===== config.mk =====
export PLATFORM = sky130hd
export DESIGN_NAME = adc_result_fifo
export DESIGN_NICKNAME = d
export VERILOG_FILES = /design/src/rtl/adc_result_fifo.sv
export SDC_FILE = /design/constraint.sdc
export NUM_CORES = 1
export LEC_CHECK = 0
export CORE_MARGIN = 2
export CORE_UTILIZATION = 45
export DETAILED_ROUTE_END_ITERATION = 8
export PLACE_DENSITY_LB_ADDON = 0.05
export SYNTH_ARGS = -nofsm -noshare
export SYNTH_HDL_FRONTEND = slang
export SYNTH_SLANG_ARGS = --single-unit

===== constraint.sdc =====
create_clock -name clk_dig -period 9.3 [get_ports clk_dig]
set_clock_uncertainty 0.1 [all_clocks]
set_input_delay 1.395 -clock clk_dig [delete_from_list [all_inputs] [get_ports clk_dig]]
set_output_delay 1.395 -clock clk_dig [all_outputs]
set_load 0.01 [all_outputs]

===== src/rtl/adc_result_fifo.sv =====
// Result FIFO behind the ADC: captures a result on each rising edge of conversion_finished_in and serves it on a show-ahead valid/ready port.
// Optional macro ADC_FIFO_TIMESTAMP_EN stores a free-running 16-bit cycle stamp with each entry and adds rd_ts_out.
module adc_result_fifo #(
  parameter int DEPTH     = 8,
  parameter int THRESHOLD = 6
) (
  input  logic                       clk_dig,
  input  logic                       rst,
  input  logic [15:0]                result_in,
  input  logic                       conversion_finished_in,
  input  logic                       conversion_finished_osr_in,
  input  logic                       rd_ready_in,
  output logic                       rd_valid_out,
  output logic [15:0]                rd_data_out,
  output logic                       rd_osr_out,
  input  logic                       flush_in,
  input  logic                       clear_ovf_in,
  output logic [$clog2(DEPTH):0]     count_out,
  output logic                       almost_full_out,
  output logic                       overflow_out,
`ifdef ADC_FIFO_TIMESTAMP_EN
  output logic [15:0]                rd_ts_out,
`endif
  output logic [7:0]                 drop_count_out
);

  localparam int AW = $clog2(DEPTH);
  localparam int CW = AW + 1;
`ifdef ADC_FIFO_TIMESTAMP_EN
  localparam int EW = 33;
`else
  localparam int EW = 17;
`endif

  function automatic logic [7:0] sat_inc8(input logic [7:0] v);
    return (v == 8'hFF) ? v : v + 8'd1;
  endfunction

  logic          r_fin_q;
  logic [AW-1:0] r_wr_ptr;
  logic [AW-1:0] r_rd_ptr;
  logic [CW-1:0] r_count;
  logic          r_afull;
  logic          r_ovf;
  logic [7:0]    r_drop;
  logic [EW-1:0] r_mem [DEPTH];

  logic          w_push;
  logic          w_empty;
  logic          w_full;
  logic          w_pop;
  logic          w_wr;
  logic          w_drop;
  logic [CW-1:0] w_count_nxt;
  logic [EW-1:0] w_entry;
  logic [EW-1:0] w_head;

  assign w_push  = conversion_finished_in & ~r_fin_q;
  assign w_empty = (r_count == '0);
  assign w_full  = (r_count == CW'(DEPTH));
  assign w_pop   = ~w_empty & rd_ready_in & ~flush_in;
  // A full FIFO still accepts a push when the head leaves in the same cycle.
  assign w_wr    = w_push & ~flush_in & (~w_full | w_pop);
  assign w_drop  = w_push & ~flush_in & w_full & ~w_pop;

`ifdef ADC_FIFO_TIMESTAMP_EN
  logic [15:0] r_ts;

  always_ff @(posedge clk_dig or posedge rst) begin
    if (rst) r_ts <= '0;
    else     r_ts <= r_ts + 16'd1;
  end

  assign w_entry   = {r_ts, conversion_finished_osr_in, result_in};
  assign rd_ts_out = w_empty ? '0 : w_head[32:17];
`else
  assign w_entry = {conversion_finished_osr_in, result_in};
`endif

  always_comb begin
    w_count_nxt = r_count;
    if (flush_in) begin
      w_count_nxt = '0;
    end else begin
      case ({w_wr, w_pop})
        2'b10:   w_count_nxt = r_count + CW'(1);
        2'b01:   w_count_nxt = r_count - CW'(1);
        default: w_count_nxt = r_count;
      endcase
    end
  end

  always_ff @(posedge clk_dig or posedge rst) begin
    if (rst) begin
      r_fin_q  <= 1'b0;
      r_wr_ptr <= '0;
      r_rd_ptr <= '0;
      r_count  <= '0;
      r_afull  <= 1'b0;
      r_ovf    <= 1'b0;
      r_drop   <= '0;
    end else begin
      r_fin_q <= conversion_finished_in;
      r_count <= w_count_nxt;
      r_afull <= (w_count_nxt >= CW'(THRESHOLD));
      if (flush_in) begin
        r_wr_ptr <= '0;
        r_rd_ptr <= '0;
      end else begin
        if (w_wr)  r_wr_ptr <= r_wr_ptr + AW'(1);
        if (w_pop) r_rd_ptr <= r_rd_ptr + AW'(1);
      end
      // Clear beats a same-cycle drop for the flag; that drop still counts once.
      if (clear_ovf_in) begin
        r_ovf  <= 1'b0;
        r_drop <= w_drop ? 8'd1 : 8'd0;
      end else if (w_drop) begin
        r_ovf  <= 1'b1;
        r_drop <= sat_inc8(r_drop);
      end
    end
  end

  always_ff @(posedge clk_dig) begin
    if (w_wr) r_mem[r_wr_ptr] <= w_entry;
  end

  assign w_head          = r_mem[r_rd_ptr];
  assign rd_valid_out    = ~w_empty;
  assign rd_data_out     = w_empty ? '0 : w_head[15:0];
  assign rd_osr_out      = w_empty ? 1'b0 : w_head[16];
  assign count_out       = r_count;
  assign almost_full_out = r_afull;
  assign overflow_out    = r_ovf;
  assign drop_count_out  = r_drop;

endmodule

== Word-level counts from Yosys, hierarchy flattened ==
Memory sizes are Yosys's and may differ from the RTL's.
Cells that the tools add are included.
Storage, ports and cells
  memories kept: 1
  RAM bits: 136
  bits of input ports: 23
  register bits after elaboration: 21
  output and inout port bits: 32
  word-level logic and storage cells: 53
Operators by class
  reductions and logical operators: 5
  $lt $le $gt $ge: 1
  add/sub/neg operators: 5
  muxes and demuxes: 16
  bitwise operators: 13
  equality and inequality tests: 5
Memory list
  r_mem: words 8, bits a word 17, read ports 1, clocked after memory_dff 0, write ports 1, line 46  | logic [EW-1:0] r_mem [DEPTH];
Operators by type and width (count)
  two-way mux 8 bit: 3
  two-way mux 16 bit: 1
  two-way mux 3 bit: 4
  adder 8 x 1 -> 8 bit, second input constant: 1
  == test 8 bit, second input constant: 1
  one-hot mux 4 bit (2 select lines): 1
  bitwise AND 1 bit: 7
  adder 3 x 1 -> 3 bit, second input constant: 2
  two-way mux 1 bit: 6
  nonzero test 2 bit: 3
  NOT 1 bit: 5
  adder 4 x 1 -> 4 bit, second input constant: 1
  == test 4 bit, second input constant: 1
  greater-or-equal comparator 4 x 3 -> 1 bit, second input constant: 1
  zero test 4 bit: 1
  two-way mux 4 bit: 1
  subtractor 4 x 1 -> 4 bit, second input constant: 1
  == test 2 x 1 -> 1 bit, second input constant: 1
  == test 2 bit, second input constant: 1
  inequality test 2 bit, second input constant: 1
  AND reduction 2 bit: 1
  bitwise OR 1 bit: 1

== Longest topological paths before layout ==
  depth after elaboration: 10
  gate-level depth with buffers: 12

== Worst setup path after synthesis ==
OpenSTA, ideal clock, no wires.
  path kind: input port to flip-flop
  from: input flush_in
  to: memory r_mem[0][0] (enable)
  data required time: 8765 ps
  path buffers: 0
  stages on the path: 4
  library setup time: 435 ps
  arrival time: 3889 ps
  path slack: 4877 ps
  cells stage by stage: or3b_2 -> a31oi_4 -> inv_1 -> nor4_1
Between the ends
  longest elaborated chain between the ends: 6
RTL lines
  from (decl): line 16  | input logic flush_in,
  NOT 1 bit (*): line 61, 63
  bitwise AND 1 bit: line 61  | assign w_pop = ~w_empty & rd_ready_in & ~flush_in;
  bitwise OR 1 bit: line 63  | assign w_wr = w_push & ~flush_in & (~w_full | w_pop);
  bitwise AND 1 bit (*): line 63
  two-way mux 1 bit (*): line 125  | if (w_wr) r_mem[r_wr_ptr] <= w_entry;
  two-way mux 1 bit (not written as such) (*): line 125
  to (decl): line 46
Every way passes the cells marked *; elsewhere a longest branch is shown, timed or not.

== Worst setup path after layout ==
  from: input flush_in
  to: register r_afull, in the netlist almost_full_out
Between the ends
  longest elaborated chain between the ends: 8
RTL lines
  NOT 1 bit: line 61, 63
  bitwise AND 1 bit: line 61
  bitwise OR 1 bit: line 63
  bitwise AND 1 bit: line 63
  == test 2 x 1 -> 1 bit / == test 2 bit (equally long branches): line 85  | case ({w_wr, w_pop})
  one-hot mux 4 bit (2 select lines): line 85
  two-way mux 4 bit (*): line 82  | if (flush_in) begin
  greater-or-equal comparator 4 x 3 -> 1 bit (*): line 105  | r_afull <= (w_count_nxt >= CW'(THRESHOLD));
  to (signal assigned): line 105
  to (decl): line 43  | logic r_afull;
Marked as above.
A chain may end at the register's enable or synchronous reset.

==> impl_metrics.py <==
metrics = {
    "sta": {
        "fmax_mhz": 228,
        "maxSlewViolCount": 0,
        "finalSetupViolCount": 0,
        "layout_worst_path_cycle_share": 0.473,
        "number_of_failing_hold_endpoints_at_the_final_stage": 0,
        "tightestPinTransition_ps": 1000,
        "grt_setup_unrepaired": "no",
        "final.setup.tns_ps": 0,
        "finalCriticalPeriod_ps": 4400,
        "normalized_max_slew_margin": 0.331,
    },
    "power_and_ir_drop": {
        "p_sw_frac": 0.208,
        "power.share.sequential": 0.506,
        "p_leak_uw": 0.00257,
        "power.switching_uw": 319,
        "power_density_nw_per_um2": 197,
        "cell_internal_power_uw": 1220,
        "max-vdd-ir-drop_mv": 0.122,
        "fin_total_pwr_uw": 1540,
        "clock_power_share": 0.427,
        "power.share.combinational": 0.066,
    },
    "final_layout": {
        "areaGrowthSynthToFinish_pct": 21.1,
        "nets_finish": 444,
        "fillCellCount": 1097,
        "seq_area_um2": 4610,
        "post_route_cells_drive_above_1_share": 0.206,
        "antennaDiodeCount": 0,
        "final_common_cell": "edfxtp_1",
        "layout_common_cells": "edfxtp_1 (136), clkdlybuf4s50_1 (54), mux4_2 (34)",
        "multiInputGateArea_um2": 1730,
    },
    "yosys": {
        "number_of_unique_standard_cell_types_used_by_synthesis": 47,
        "syn_inst": 347,
        "synthArstFlopShare": 0.134,
        "post-synth-top-area-cell": "edfxtp_1",
        "syn-cell-area_um2": 6420,
        "postSynthNetCount": 376,
        "sequential_element_share_of_the_synthesized_area": 0.718,
        "ys_ff_latch": 157,
        "yosys_warnings": 0,
        "top_cell_type_s_share_of_synthesized_area": 0.636,
        "synth-main-ff-cell": "edfxtp_1",
        "number_of_flops_mapped_to_enable_cells_by_yosys": 136,
        "synthTopCellsByArea": "edfxtp_1 (64%), mux4_2 (12%), dfrtp_1 (8.2%)",
        "synth.avg_cell_area_um2": 18.5,
    },
    "hold_path": {
        "worst_hold_path.num_cells": 2,
        "hp-class": "register to register",
        "hold_start": "overflow_out",
        "hold_path_end": "overflow_out",
    },
    "floorplanning": {
        "die_width_um": 123,
        "placementRows": 43,
        "die_area_um2": 15200,
        "floorplan.initialDensity": 0.461,
        "ioPinCount": 55,
        "core_area_um2": 13900,
        "floorplan.die.height_um": 123,
    },
    "place": {
        "gp_routability_congestion": 0.750,
        "count_of_input_and_output_buffers": 54,
        "place_hpwl_um": 6830,
    },
    "detailed_routing": {
        "count_of_routing_violations_after_the_opening_detailed_route_iteration": 201,
        "drt_pre_antenna_iters": 4,
        "drc_errors": 0,
        "dr_total_vias": 3288,
        "route.antenna.remaining_nets": 0,
        "finalWirelength_um": 12400,
        "routed_wire_length_per_instance_um": 20.4,
        "vias_per_cell": 5.42,
    },
    "global_routing": {
        "grt_start_max_net_pins": 37,
        "grt_first_pass_wirelength_um": 19400,
        "first_global_vias": 3338,
        "number_of_antenna_violations_at_the_first_check_in_global_routing": 0,
        "globalRoute.totalOverflow": 0,
        "globalRouteTotalUtil": 0.181,
    },
    "critical_path": {
        "start_kind": "input pin",
        "r2r_slack_ps": 6120,
        "critical_path_class": "input pin to register",
        "cp_num_buf_inv": 2,
        "worst-r2r-cell-count": 12,
        "setup.worst_path.end_class": "register",
        "cp_slowest_cell": "clkdlybuf4s50_1",
        "critical_path.max_stage_delay_ps": 680,
        "path_max_fanout": 16,
        "worst_ep_arrival_time_ps": 4570,
        "worst_r2r_endpoint": "almost_full_out",
        "critical_path_required_time_ps": 9470,
        "cp_cell_sequence": "clkdlybuf4s50_1 > or3b_2 > a31oi_4 > inv_1 > ha_1 > xor2_1 > ha_1 > a21oi_1 > mux2i_1 > mux2i_1 > o221ai_1",
        "critPathTopFamily": "buffers and inverters",
        "timing.rr.start": "count_out[0]",
    },
    "cts": {
        "clkTransAtPathRegs_ps": 60,
        "latest_clock_arrival_within_the_worst_skew_pair_ps": 410,
        "cts_setup_buffers": 0,
        "cts_buffer_depth": 2,
        "cts_max_level": 4,
        "resized_cells_post_cts": 0,
        "cts_inserted_buffers": 17,
        "cts_tree": "yes",
        "cts.sinks": 157,
        "cts.root.buffer_cell": "clkbuf_16",
        "cts_hold_repair.buffers": 0,
    },
    "run_status": {
        "outcome": "complete, no violations",
    },
    "run": {
        "max-cap-violations": 0,
    },
}
[synth_stat cells, types with 3 or more instances]
| cell type | count |
|---|---|
| a21oi_1 | 10 |
| buf_2 | 5 |
| clkbuf_1 | 6 |
| dfrtp_1 | 21 |
| edfxtp_1 | 136 |
| ha_1 | 6 |
| inv_1 | 8 |
| mux2i_1 | 20 |
| mux4_2 | 34 |
| nand2_1 | 8 |
| nand2b_1 | 3 |
| nand3_1 | 5 |
| nor2_1 | 27 |
| nor2b_1 | 5 |
| nor3_1 | 3 |
| nor3b_1 | 3 |
| o21ai_0 | 4 |
| o31ai_1 | 3 |
| or4_1 | 5 |
| xor2_1 | 5 |
[registers in the layout, indices dropped and copies added (netlist names)]
| name | count |
|---|---|
| almost_full_out | 1 |
| count_out | 4 |
| drop_count_out | 8 |
| overflow_out | 1 |
| r_fin_q | 1 |
| r_mem | 136 |
| r_rd_ptr | 3 |
| r_wr_ptr | 3 |
[worst max path at each step]
stage / from / end / slack (ps) / depth (start not counted)
global placement: flush_in / almost_full_out / 4600 / 11
global route: flush_in / almost_full_out / 4700 / 11
detailed placement: flush_in / almost_full_out / 4490 / 11
finish: flush_in / almost_full_out / 4900 / 11
CTS: flush_in / almost_full_out / 4910 / 11
floorplan: flush_in / r_mem[0][0] / 4880 / 4
[per-layer routing]
metal / GRT usage / up-vias / wire (um)
met5: 0 / - / 0
met4: 0.0696 / 0 / 82
met3: 0.0429 / 5 / 455
met2: 0.274 / 78 / 5870
met1: 0.256 / 1684 / 5980
li1: - / 1521 / -
[worst register-to-register path, delay by kind of cell, from the launching register on]
kind / cells / cell delay (ps)
buffers and inverters: 2 / 440
AO/OA/AOI/OAI: 2 / 300
flip-flops: 1 / 490
adder cells (fa/ha/maj): 2 / 490
XOR/XNOR: 1 / 170
multiplexers: 2 / 530
AND/OR/NAND/NOR: 3 / 520
[cell type report]
cell class | count | area share
flip-flops and latches | 157 | 0.593
clock buffers | 20 | 0.0561
repair buffers | 65 | 0.0801
inverters | 9 | 0.00434
clock inverters | 11 | 0.0154
well taps | 180 | 0.0290
multi-input cells | 165 | 0.222
[per-stage QoR]
step	instance area (um^2)	hold slack, ps	setup slack, ps	utilization	instances
2_1_floorplan	6420	441	4880	-	347
3_3_place_gp	7220	405	4600	0.518	576
3_5_place_dp	7220	408	4490	0.518	576
4_1_cts	7780	418	4910	0.558	607
5_1_grt	7780	458	4700	0.558	607
6_report	7780	410	4900	0.558	607
[kinds of logic after synthesis]
logic type                 synth area share
buffers and inverters                0.0187
xor gates and xnor gates            0.00818
DFF                                   0.718
adders and majority gates            0.0117
and+or+nand+nor                      0.0637
AOI/OAI and AO/OA                    0.0279
muxes                                 0.152
[power by group through the flow]
stage | clock [uW] | combinational [uW] | sequential, uW
finish | 656 | 102 | 777
detailed placement | 0 | 104 | 792
CTS | 669 | 105 | 777
global placement | 0 | 104 | 792
global route | 701 | 112 | 778
floorplan | 0 | 57.8 | 790
Power figures use the tool's default switching activity.
==> RTL edit, RTL diff (config.mk and constraints unchanged) <==
Register the output `count_out` once more; this adds one clock of latency there. The other outputs are not delayed to match.
--- a/src/rtl/adc_result_fifo.sv
+++ b/src/rtl/adc_result_fifo.sv
@@ -129,7 +129,9 @@
   assign rd_valid_out    = ~w_empty;
   assign rd_data_out     = w_empty ? '0 : w_head[15:0];
   assign rd_osr_out      = w_empty ? 1'b0 : w_head[16];
-  assign count_out       = r_count;
+  always_ff @(posedge clk_dig) begin
+    count_out <= r_count;
+  end
   assign almost_full_out = r_afull;
   assign overflow_out    = r_ovf;
   assign drop_count_out  = r_drop;
Check against the original RTL: not equivalent (Yosys sat finds a counterexample within 4 cycles, from zero or initial values and one cycle with rst high).
==> RTL edit against the unedited design <==
Wire length up 1.2%. Non-clock buffer count unchanged. Synthesized cell count rose by 1.2%. Synthesized area up 0.78%. First-iteration DRC count grew 23%. Total power increased by 1.6%. Combinational power decreased by 5%. Final area up 0.92%. Global-route usage is 0.54 points lower. Utilization rose by 0.30 points. Via count is 0.97% higher. Worst setup slack worse by 0.095 ns. Sequential cell count increased by 4.
==> RTL edit: results (changes against the unedited design) <==
route:
  via_count: 3320  # +0.97%
  drt_iter0_drc: 247  # +23%
  wl_met2_um: 6220  # +5.9%
  met3_length_um: 381  # -16%
  routed_wl_um: 12500  # +1.2%
  wl_met1_um: 5780  # -3.2%
global_routing:
  use_met3: 0.0412  # -0.00169
  antenna_found_initial: 0  # unchanged
  grt_max_degree: 25  # -32%
  groute.layer.met1.usage: 0.233  # -0.0231
  grt_use_total: 0.176  # -0.00537
  use_met2: 0.286  # +0.0120
setup_path:
  crit_end: "rd_data_out[0]"
  crit_path_start: "r_rd_ptr[0]"
  slowest_delay_ns: 0.75  # +0.07 ns
  crit_fanout: 20  # +4
  cp_slowest_cell: "dfrtp_2"
  r2r_slack_ns: 5.67  # -0.45 ns
  regToRegStartpoint: "r_count[0]"
  cp_data_arrival_time_ns: 3.00  # -1.57 ns
cells_and_area:
  regArea_um2: 4690  # +1.7%
  fin_cells: 612  # +0.82%
  drive_above_1_share: 0.206  # about the same
  nFillCells: 1117  # +1.8%
  layout.nets: 448  # +0.90%
logic_synthesis:
  synth-async-reset-ratio: 0.130  # -0.00332
  ys_types: 38  # -19%
  syn_nets: 380  # +1.1%
  yosysSeqAreaShare: 0.725  # +0.00682
  yosys-top-cells-count: "edfxtp_1, mux4_2, nor2_1"
  avgSynthCellArea_um2: 18.4  # -0.37%
placement:
  dp_slack_ns: 4.89  # +0.398 ns
  gp_congestion: 0.790  # +5.3%
  placed_cell_area_um2: 7280  # +0.81%
  place_hpwl_um: 7270  # +6.6%
  dp_cells: 580  # +0.69%
timing:
  fmax_mhz: 223  # -2.1%
  slew_headroom: 0.473  # +0.141
outcome:
  outcome: "complete, no violations"
power_and_ir_drop:
  peakVddDrop_v: 0.000114  # -7.2%
  p_leak_nw: 2.58  # +0.20%
hold_path:
  hold_depth: 0  # -2
  hold_start: "r_count[0]"
  holdPathEnd: "count_out[0]"
==> RTL edit: layout make-up <==
type                       instances  share of cell area
tap                              180              0.0287
sequential                       161               0.598
multi-input combinational        166               0.218
timing repair buffer              65              0.0794
clock inverter                    15              0.0183
clock buffer                      17              0.0542
inverter                           8             0.00383
==> RTL edit: worst max-delay path: cells and delay by family (launching register included) <==
family | cells | cell delay (ns)
muxes | 2 | 0.76
buffers and inverters | 2 | 0.99
and+or+nand+nor | 1 | 0.06
DFF | 1 | 0.75
==> RTL edit: kinds of logic after synthesis <==
kind of cell	Yosys count	synth area share
AND/OR/NAND/NOR	70	0.0617
buffers and inverters	24	0.0153
flip-flops	161	0.725
multiplexers	54	0.149
XOR/XNOR	6	0.00812
AO/OA/AOI/OAI	30	0.0296
adder cells (fa/ha/maj)	6	0.0116
==> RTL edit: report_power, final <==
part	leakage, nW	internal, mW	switching (mW)
clock	0.268	0.392	0.272
sequential	1.55	0.790	0.00865
combinational	0.764	0.0501	0.0464
